## config.mk

```make
export PLATFORM = sky130hd
export DESIGN_NAME = banco_reg_reader_flat
export DESIGN_NICKNAME = d
export VERILOG_FILES = /design/src/rtl/banco_reg_reader_if.sv /design/src/rtl/banco_reg_reader.sv /design/src/flat_wrapper.sv
export SDC_FILE = /design/constraint.sdc
export NUM_CORES = 1
export LEC_CHECK = 0
export CAP_MARGIN = 25
export CORE_UTILIZATION = 35
export CTS_CLUSTER_SIZE = 25
export DETAILED_ROUTE_END_ITERATION = 8
export SLEW_MARGIN = 20
export SYNTH_ARGS = -nofsm -noshare
export SYNTH_HDL_FRONTEND = slang
export SYNTH_SLANG_ARGS = --single-unit
```

## constraint.sdc

```tcl
create_clock -name clk -period 3.2 [get_ports clk]
set_input_delay 0.32 -clock clk [delete_from_list [all_inputs] [get_ports clk]]
set_output_delay 0.32 -clock clk [all_outputs]
set_load 0.01 [all_outputs]
```

## src/rtl/banco_reg_reader_if.sv

```systemverilog
// Purpose: bundles the read-engine control, bank-select, data and status signals.
// Latency: none, this is wiring only.
// Backpressure: valid/ready pair; the consumer drives ready, the engine drives valid.
//
// Signals:
//   start/first_addr/count - scan request (consumer -> engine)
//   SEL/R                  - bank mux select and the resulting word
//   data_out/addr_out      - captured word and its address
//   valid/ready            - output handshake
//   checksum/busy/done     - scan status
interface banco_reg_reader_if #(
    parameter int DATA_W = 16,
    parameter int ADDR_W = 3,
    parameter int SUM_W  = 19
);
    logic              start;
    logic [ADDR_W-1:0] first_addr;
    logic [ADDR_W-1:0] count;
    logic [ADDR_W-1:0] SEL;
    logic [DATA_W-1:0] R;
    logic [DATA_W-1:0] data_out;
    logic [ADDR_W-1:0] addr_out;
    logic              valid;
    logic              ready;
    logic [SUM_W-1:0]  checksum;
    logic              busy;
    logic              done;

    // Engine side.
    modport master (
        input  start, first_addr, count, R, ready,
        output SEL, data_out, addr_out, valid, checksum, busy, done
    );

    // Bank + consumer side.
    modport slave (
        output start, first_addr, count, R, ready,
        input  SEL, data_out, addr_out, valid, checksum, busy, done
    );
endinterface

```

## src/rtl/banco_reg_reader.sv

```systemverilog
// Purpose: walks the 8-entry register bank over a programmable address window, presenting each word with a running checksum.
// Latency: first valid 2 edges after start; 2 cycles per word with ready high; done pulses one cycle after the last transfer.
// Backpressure: holds valid, data_out, addr_out and SEL stable while ready is low, indefinitely.
//
// Ports:
//   clk   - clock, all state changes on the rising edge
//   reset - synchronous active-high reset
//   bus   - banco_reg_reader_if master modport (scan request, bank select/data, handshake, status)
module banco_reg_reader #(
    parameter int DATA_W = 16,
    parameter int ADDR_W = 3,
    parameter int SUM_W  = 19
) (
    input  logic                  clk,
    input  logic                  reset,
    banco_reg_reader_if.master    bus
);
    typedef enum logic [1:0] {IDLE, SETTLE, HOLD, DONE} state_t;

    // Remaining-word counter is one bit wider so a full-bank scan (count==0) fits.
    localparam logic [ADDR_W:0]   REM_FULL = {1'b1, {ADDR_W{1'b0}}};
    localparam logic [ADDR_W:0]   REM_ONE  = {{ADDR_W{1'b0}}, 1'b1};
    localparam logic [ADDR_W-1:0] SEL_ONE  = {{(ADDR_W-1){1'b0}}, 1'b1};

    state_t            state_q;
    logic [ADDR_W-1:0] sel_q;
    logic [DATA_W-1:0] data_q;
    logic [ADDR_W-1:0] addr_q;
    logic [SUM_W-1:0]  sum_q;
    logic [ADDR_W:0]   rem_q;
    logic              valid_q;
    logic              busy_q;
    logic              done_q;

    logic [ADDR_W-1:0] sel_d;
    logic [SUM_W-1:0]  sum_d;
    logic [ADDR_W:0]   rem_init_d;
    logic [ADDR_W:0]   rem_dec_d;

    // Select increments modulo bank depth by natural wrap of the ADDR_W-bit adder.
    assign sel_d      = sel_q + SEL_ONE;
    assign sum_d      = sum_q + SUM_W'(bus.R);
    assign rem_init_d = (bus.count == '0) ? REM_FULL : {1'b0, bus.count};
    assign rem_dec_d  = rem_q - REM_ONE;

    always_ff @(posedge clk) begin
        if (reset) begin
            state_q <= IDLE;
            sel_q   <= '0;
            data_q  <= '0;
            addr_q  <= '0;
            sum_q   <= '0;
            rem_q   <= '0;
            valid_q <= 1'b0;
            busy_q  <= 1'b0;
            done_q  <= 1'b0;
        end else begin
            done_q <= 1'b0;
            case (state_q)
                IDLE: begin
                    if (bus.start) begin
                        sel_q   <= bus.first_addr;
                        rem_q   <= rem_init_d;
                        sum_q   <= '0;
                        busy_q  <= 1'b1;
                        state_q <= SETTLE;
                    end
                end
                SETTLE: begin
                    // R has had a full cycle to follow SEL; capture it now.
                    data_q  <= bus.R;
                    addr_q  <= sel_q;
                    sum_q   <= sum_d;
                    valid_q <= 1'b1;
                    state_q <= HOLD;
                end
                HOLD: begin
                    if (bus.ready) begin
                        valid_q <= 1'b0;
                        if (rem_q == REM_ONE) begin
                            done_q  <= 1'b1;
                            state_q <= DONE;
                        end else begin
                            sel_q   <= sel_d;
                            rem_q   <= rem_dec_d;
                            state_q <= SETTLE;
                        end
                    end
                end
                DONE: begin
                    busy_q  <= 1'b0;
                    state_q <= IDLE;
                end
                default: state_q <= IDLE;
            endcase
        end
    end

    assign bus.SEL      = sel_q;
    assign bus.data_out = data_q;
    assign bus.addr_out = addr_q;
    assign bus.valid    = valid_q;
    assign bus.checksum = sum_q;
    assign bus.busy     = busy_q;
    assign bus.done     = done_q;
endmodule

```

## src/flat_wrapper.sv

```systemverilog
// flat-port wrapper written by rule: the top's interface ports become plain ports
module banco_reg_reader_flat 
#(
    parameter int DATA_W = 16,
    parameter int ADDR_W = 3,
    parameter int SUM_W  = 19
)
  (clk, reset, bus_start, bus_first_addr, bus_count, bus_R, bus_ready, bus_SEL, bus_data_out, bus_addr_out, bus_valid, bus_checksum, bus_busy, bus_done);
  banco_reg_reader_if #(.DATA_W(DATA_W), .ADDR_W(ADDR_W), .SUM_W(SUM_W)) bus_i ();
  input  logic clk;
  input  logic reset;
  input wire logic [$bits(bus_i.start)-1:0] bus_start;
  input wire logic [$bits(bus_i.first_addr)-1:0] bus_first_addr;
  input wire logic [$bits(bus_i.count)-1:0] bus_count;
  input wire logic [$bits(bus_i.R)-1:0] bus_R;
  input wire logic [$bits(bus_i.ready)-1:0] bus_ready;
  output wire logic [$bits(bus_i.SEL)-1:0] bus_SEL;
  output wire logic [$bits(bus_i.data_out)-1:0] bus_data_out;
  output wire logic [$bits(bus_i.addr_out)-1:0] bus_addr_out;
  output wire logic [$bits(bus_i.valid)-1:0] bus_valid;
  output wire logic [$bits(bus_i.checksum)-1:0] bus_checksum;
  output wire logic [$bits(bus_i.busy)-1:0] bus_busy;
  output wire logic [$bits(bus_i.done)-1:0] bus_done;
  assign bus_i.start = bus_start;
  assign bus_i.first_addr = bus_first_addr;
  assign bus_i.count = bus_count;
  assign bus_i.R = bus_R;
  assign bus_i.ready = bus_ready;
  assign bus_SEL = bus_i.SEL;
  assign bus_data_out = bus_i.data_out;
  assign bus_addr_out = bus_i.addr_out;
  assign bus_valid = bus_i.valid;
  assign bus_checksum = bus_i.checksum;
  assign bus_busy = bus_i.busy;
  assign bus_done = bus_i.done;
  banco_reg_reader #(.DATA_W(DATA_W), .ADDR_W(ADDR_W), .SUM_W(SUM_W)) u_core (.clk(clk), .reset(reset), .bus(bus_i));
endmodule
```

==> reports/metrics.yaml <==
status:
  status: "finished, final reports clean"
clock_tree:
  cts_setup_buffers: 0
  clk_path_buf_depth: 2
  cts_buffers: 5
  ctsHoldBuffers: 0
  htreeDepth: 2
  cts.sinks: 50
  clk_latency_ns: 0.31
  clkTransAtPathRegs_ns: 0.09
  cts_tree: "done"
  ctsResizeCount: 0
  cts_root_buf: "clkbuf_8"
routing:
  initialDrtViolationCount: 100
  via_count: 2632
  drt_pre_antenna_iters: 6
  post_drt_wl_per_cell_um: 13.3
  ant_nets: 0
  drc: 0
  wirelength_um: 6850
  via_per_inst: 5.11
floorplan:
  initial_core_util_pct: 35.9
  rows: 32
  coreArea_um2: 7690
  dieArea_um2: 8250
  die_x_um: 90.8
  die_y_um: 90.8
  io_pins: 70
finish:
  antenna_cells: 0
  nets: 459
  drive_above_1_share_pct: 5.81
  utilization_pct: 47.6
  areaGrowthSynthToFinish_pct: 32.6
  layout_commonest_cell: "clkdlybuf4s50_1"
  layout_common_cells: "clkdlybuf4s50_1, nand2_1, dfxtp_1"
timing:
  period_minus_slack_ns: 2.45
  clock_skew_ns: 0.00665
  rsz0062_at_grt: "false"
  setup_slack_ns: 0.751
  max_slew_margin_pct: 60.7
  period_share_pct: 76.5
  setup_violations: 0
  max_freq_ghz: 0.408
  tightest_slew_ns: 0.589
  hold_ws_ns: 0.457
  hold_viol_final: 0
  tns_ns: 0
  drv_slew: 0
pwr:
  peakVddDrop_mv: 0.202
  power.density_nw_per_um2: 410
  p_leak_nw: 1.43
  power.total_mw: 1.50
critical_path:
  crit_chain: "clkdlybuf4s50_1 -> ha_1 -> fa_1 -> a21oi_1 -> o211a_1 -> nor2_2 -> a21boi_0 -> o22ai_1 -> mux2_2"
  crit_family: "compound AO/OA/AOI/OAI gates"
  worstSetupPathType: "input pin to flip-flop"
  rr_startpoint: "u_core.bus.checksum[0]"
  cp.arrival_ns: 2.65
  cp_data_required_time_ns: 3.40
  r2r_end: "u_core.bus.checksum[16]"
  crit_buf_inv: 1
  rr_worst_depth: 8
  ff2ff_setup_slack_ns: 0.86
  crit_path_end_kind: "flip-flop"
  crit_slowest_cell: "clkdlybuf4s50_1"
  startpoint_type: "input pin"
  critPathMaxFanout: 4
  cp_slowest_stage_delay_ns: 0.44
logic_synthesis:
  ys_seq_area_share_pct: 36.3
  ys_warn_count: 0
  synthFlopType: "dfxtp_1"
  syn-cell-area_um2: 2760
  netlist_top_cells_area: "dfxtp_1, ha_1, nand2_1, a21oi_1, o21ai_0"
  synth_cells: 350
  synth_edf_count: 0
  yosysTopAreaCellShare_pct: 36.3
  syn_nets: 396
  async_reset_ff_share_pct: 0
  postSynthAreaPerCell_um2: 7.89
  synth_area_leader_cell: "dfxtp_1"
  ys_seq_elements: 50
  yosysUniqueCellTypes: 50
global_route:
  grt_pass1_wl_um: 11600
  grtUsageTotal_pct: 17.2
  grt_overflow: 0
  grt_max_degree: 31
  antenna_found_initial: 0
  grt_pass1_vias: 2486
placed_design:
  place_worst_setup_slack_ns: 0.437
  port_buffers: 69
  place_congestion: 0.792
  dpl.hpwl_um: 4820
hold_path:
  holdPathStages: 2
  min_path_type: "flip-flop to flip-flop"
  holdPathEnd: "u_core.bus.addr_out[2]"
  holdCritStartpoint: "u_core.bus.addr_out[2]"
run:
  max_cap_viol_count: 0
-- sequential cells by signal, indices dropped and copies added, names as in the netlist --
signal	cells
u_core.bus.done	1
u_core.bus.SEL	3
u_core.bus.data_out	16
u_core.bus.busy	1
u_core.bus.valid	1
u_core.bus.checksum	19
u_core.state_q	2
u_core.rem_q	4
u_core.bus.addr_out	3
-- where the power goes --
group          switching (mW)  internal [mW]
Sequential             0.0283          0.658
Clock                   0.215          0.251
Combinational           0.181          0.169
Total                   0.424           1.08
-- routing by layer --
layer  GRT usage, %  vias up  part of all wire [%]
li1               -     1363                     -
met1           23.7     1204                    51
met2           27.7       58                    44
met3           3.28        7                   4.2
met4           4.23        0                  0.85
met5              0        -                     0
-- cell type report --
type	count	area, µm²
flip-flops and latches	50	1000
fillers	775	4030
well taps	102	128
clock inverters	1	30.0
clock buffers	6	82.6
multi-input cells	277	1670
inverters	4	15.0
repair buffers	75	736
-- through the flow --
stage / std cells / area (µm²)
final: 515 / 3660
after global routing: 515 / 3660
after CTS: 515 / 3660
after detailed placement: 508 / 3550
after global placement: 508 / 3550
after floorplan: 350 / 2760
-- cell usage after synthesis, drive strengths merged (3+ instances only) --
| library cell | n |
|---|---|
| nand2 | 64 |
| dfxtp | 50 |
| a21oi | 45 |
| nor2 | 29 |
| o21ai | 22 |
| ha | 19 |
| clkbuf | 11 |
| a22oi | 9 |
| buf | 8 |
| nand3 | 8 |
| nand2b | 7 |
| a211oi | 5 |
| a21o | 5 |
| and3 | 5 |
| nor2b | 5 |
| nor3b | 5 |
| inv | 4 |
| mux2i | 4 |
| nor3 | 4 |
| xnor2 | 4 |
| xor2 | 4 |
| a31oi | 3 |
| nand4 | 3 |
| o21bai | 3 |
| o22ai | 3 |
-- worst max path at each step --
stage | from | end | slack (ns) | cells after the start
final | bus_R[0] | u_core.bus.checksum[16] | 0.75 | 9
after global routing | bus_R[0] | u_core.bus.checksum[16] | 0.61 | 9
after CTS | bus_R[0] | u_core.bus.checksum[16] | 0.75 | 9
after detailed placement | bus_R[0] | u_core.bus.checksum[16] | 0.44 | 9
after global placement | bus_R[0] | u_core.bus.checksum[16] | 0.50 | 9
after floorplan | u_core.bus.checksum[0] | u_core.bus.checksum[16] | 1.03 | 8
-- kinds of logic after synthesis --
| logic type | after synthesis | share of synthesized area, % |
|---|---|---|
| mux | 6 | 2.27 |
| simple gates | 137 | 22.9 |
| xor+xnor | 8 | 2.54 |
| fa+ha+maj | 20 | 9.34 |
| flops | 50 | 36.3 |
| buf+inv | 23 | 3.35 |
| compound gates | 106 | 23.3 |
-- worst register-to-register path, stage by stage (launching register included) --
cell and delay [ns]:
dfxtp_1 0.34, ha_1 0.23, fa_1 0.40, a21oi_1 0.26
o211a_1 0.21, nor2_2 0.06, a21boi_0 0.30, o22ai_1 0.14
mux2_2 0.28
Power figures use the tool's default switching activity.
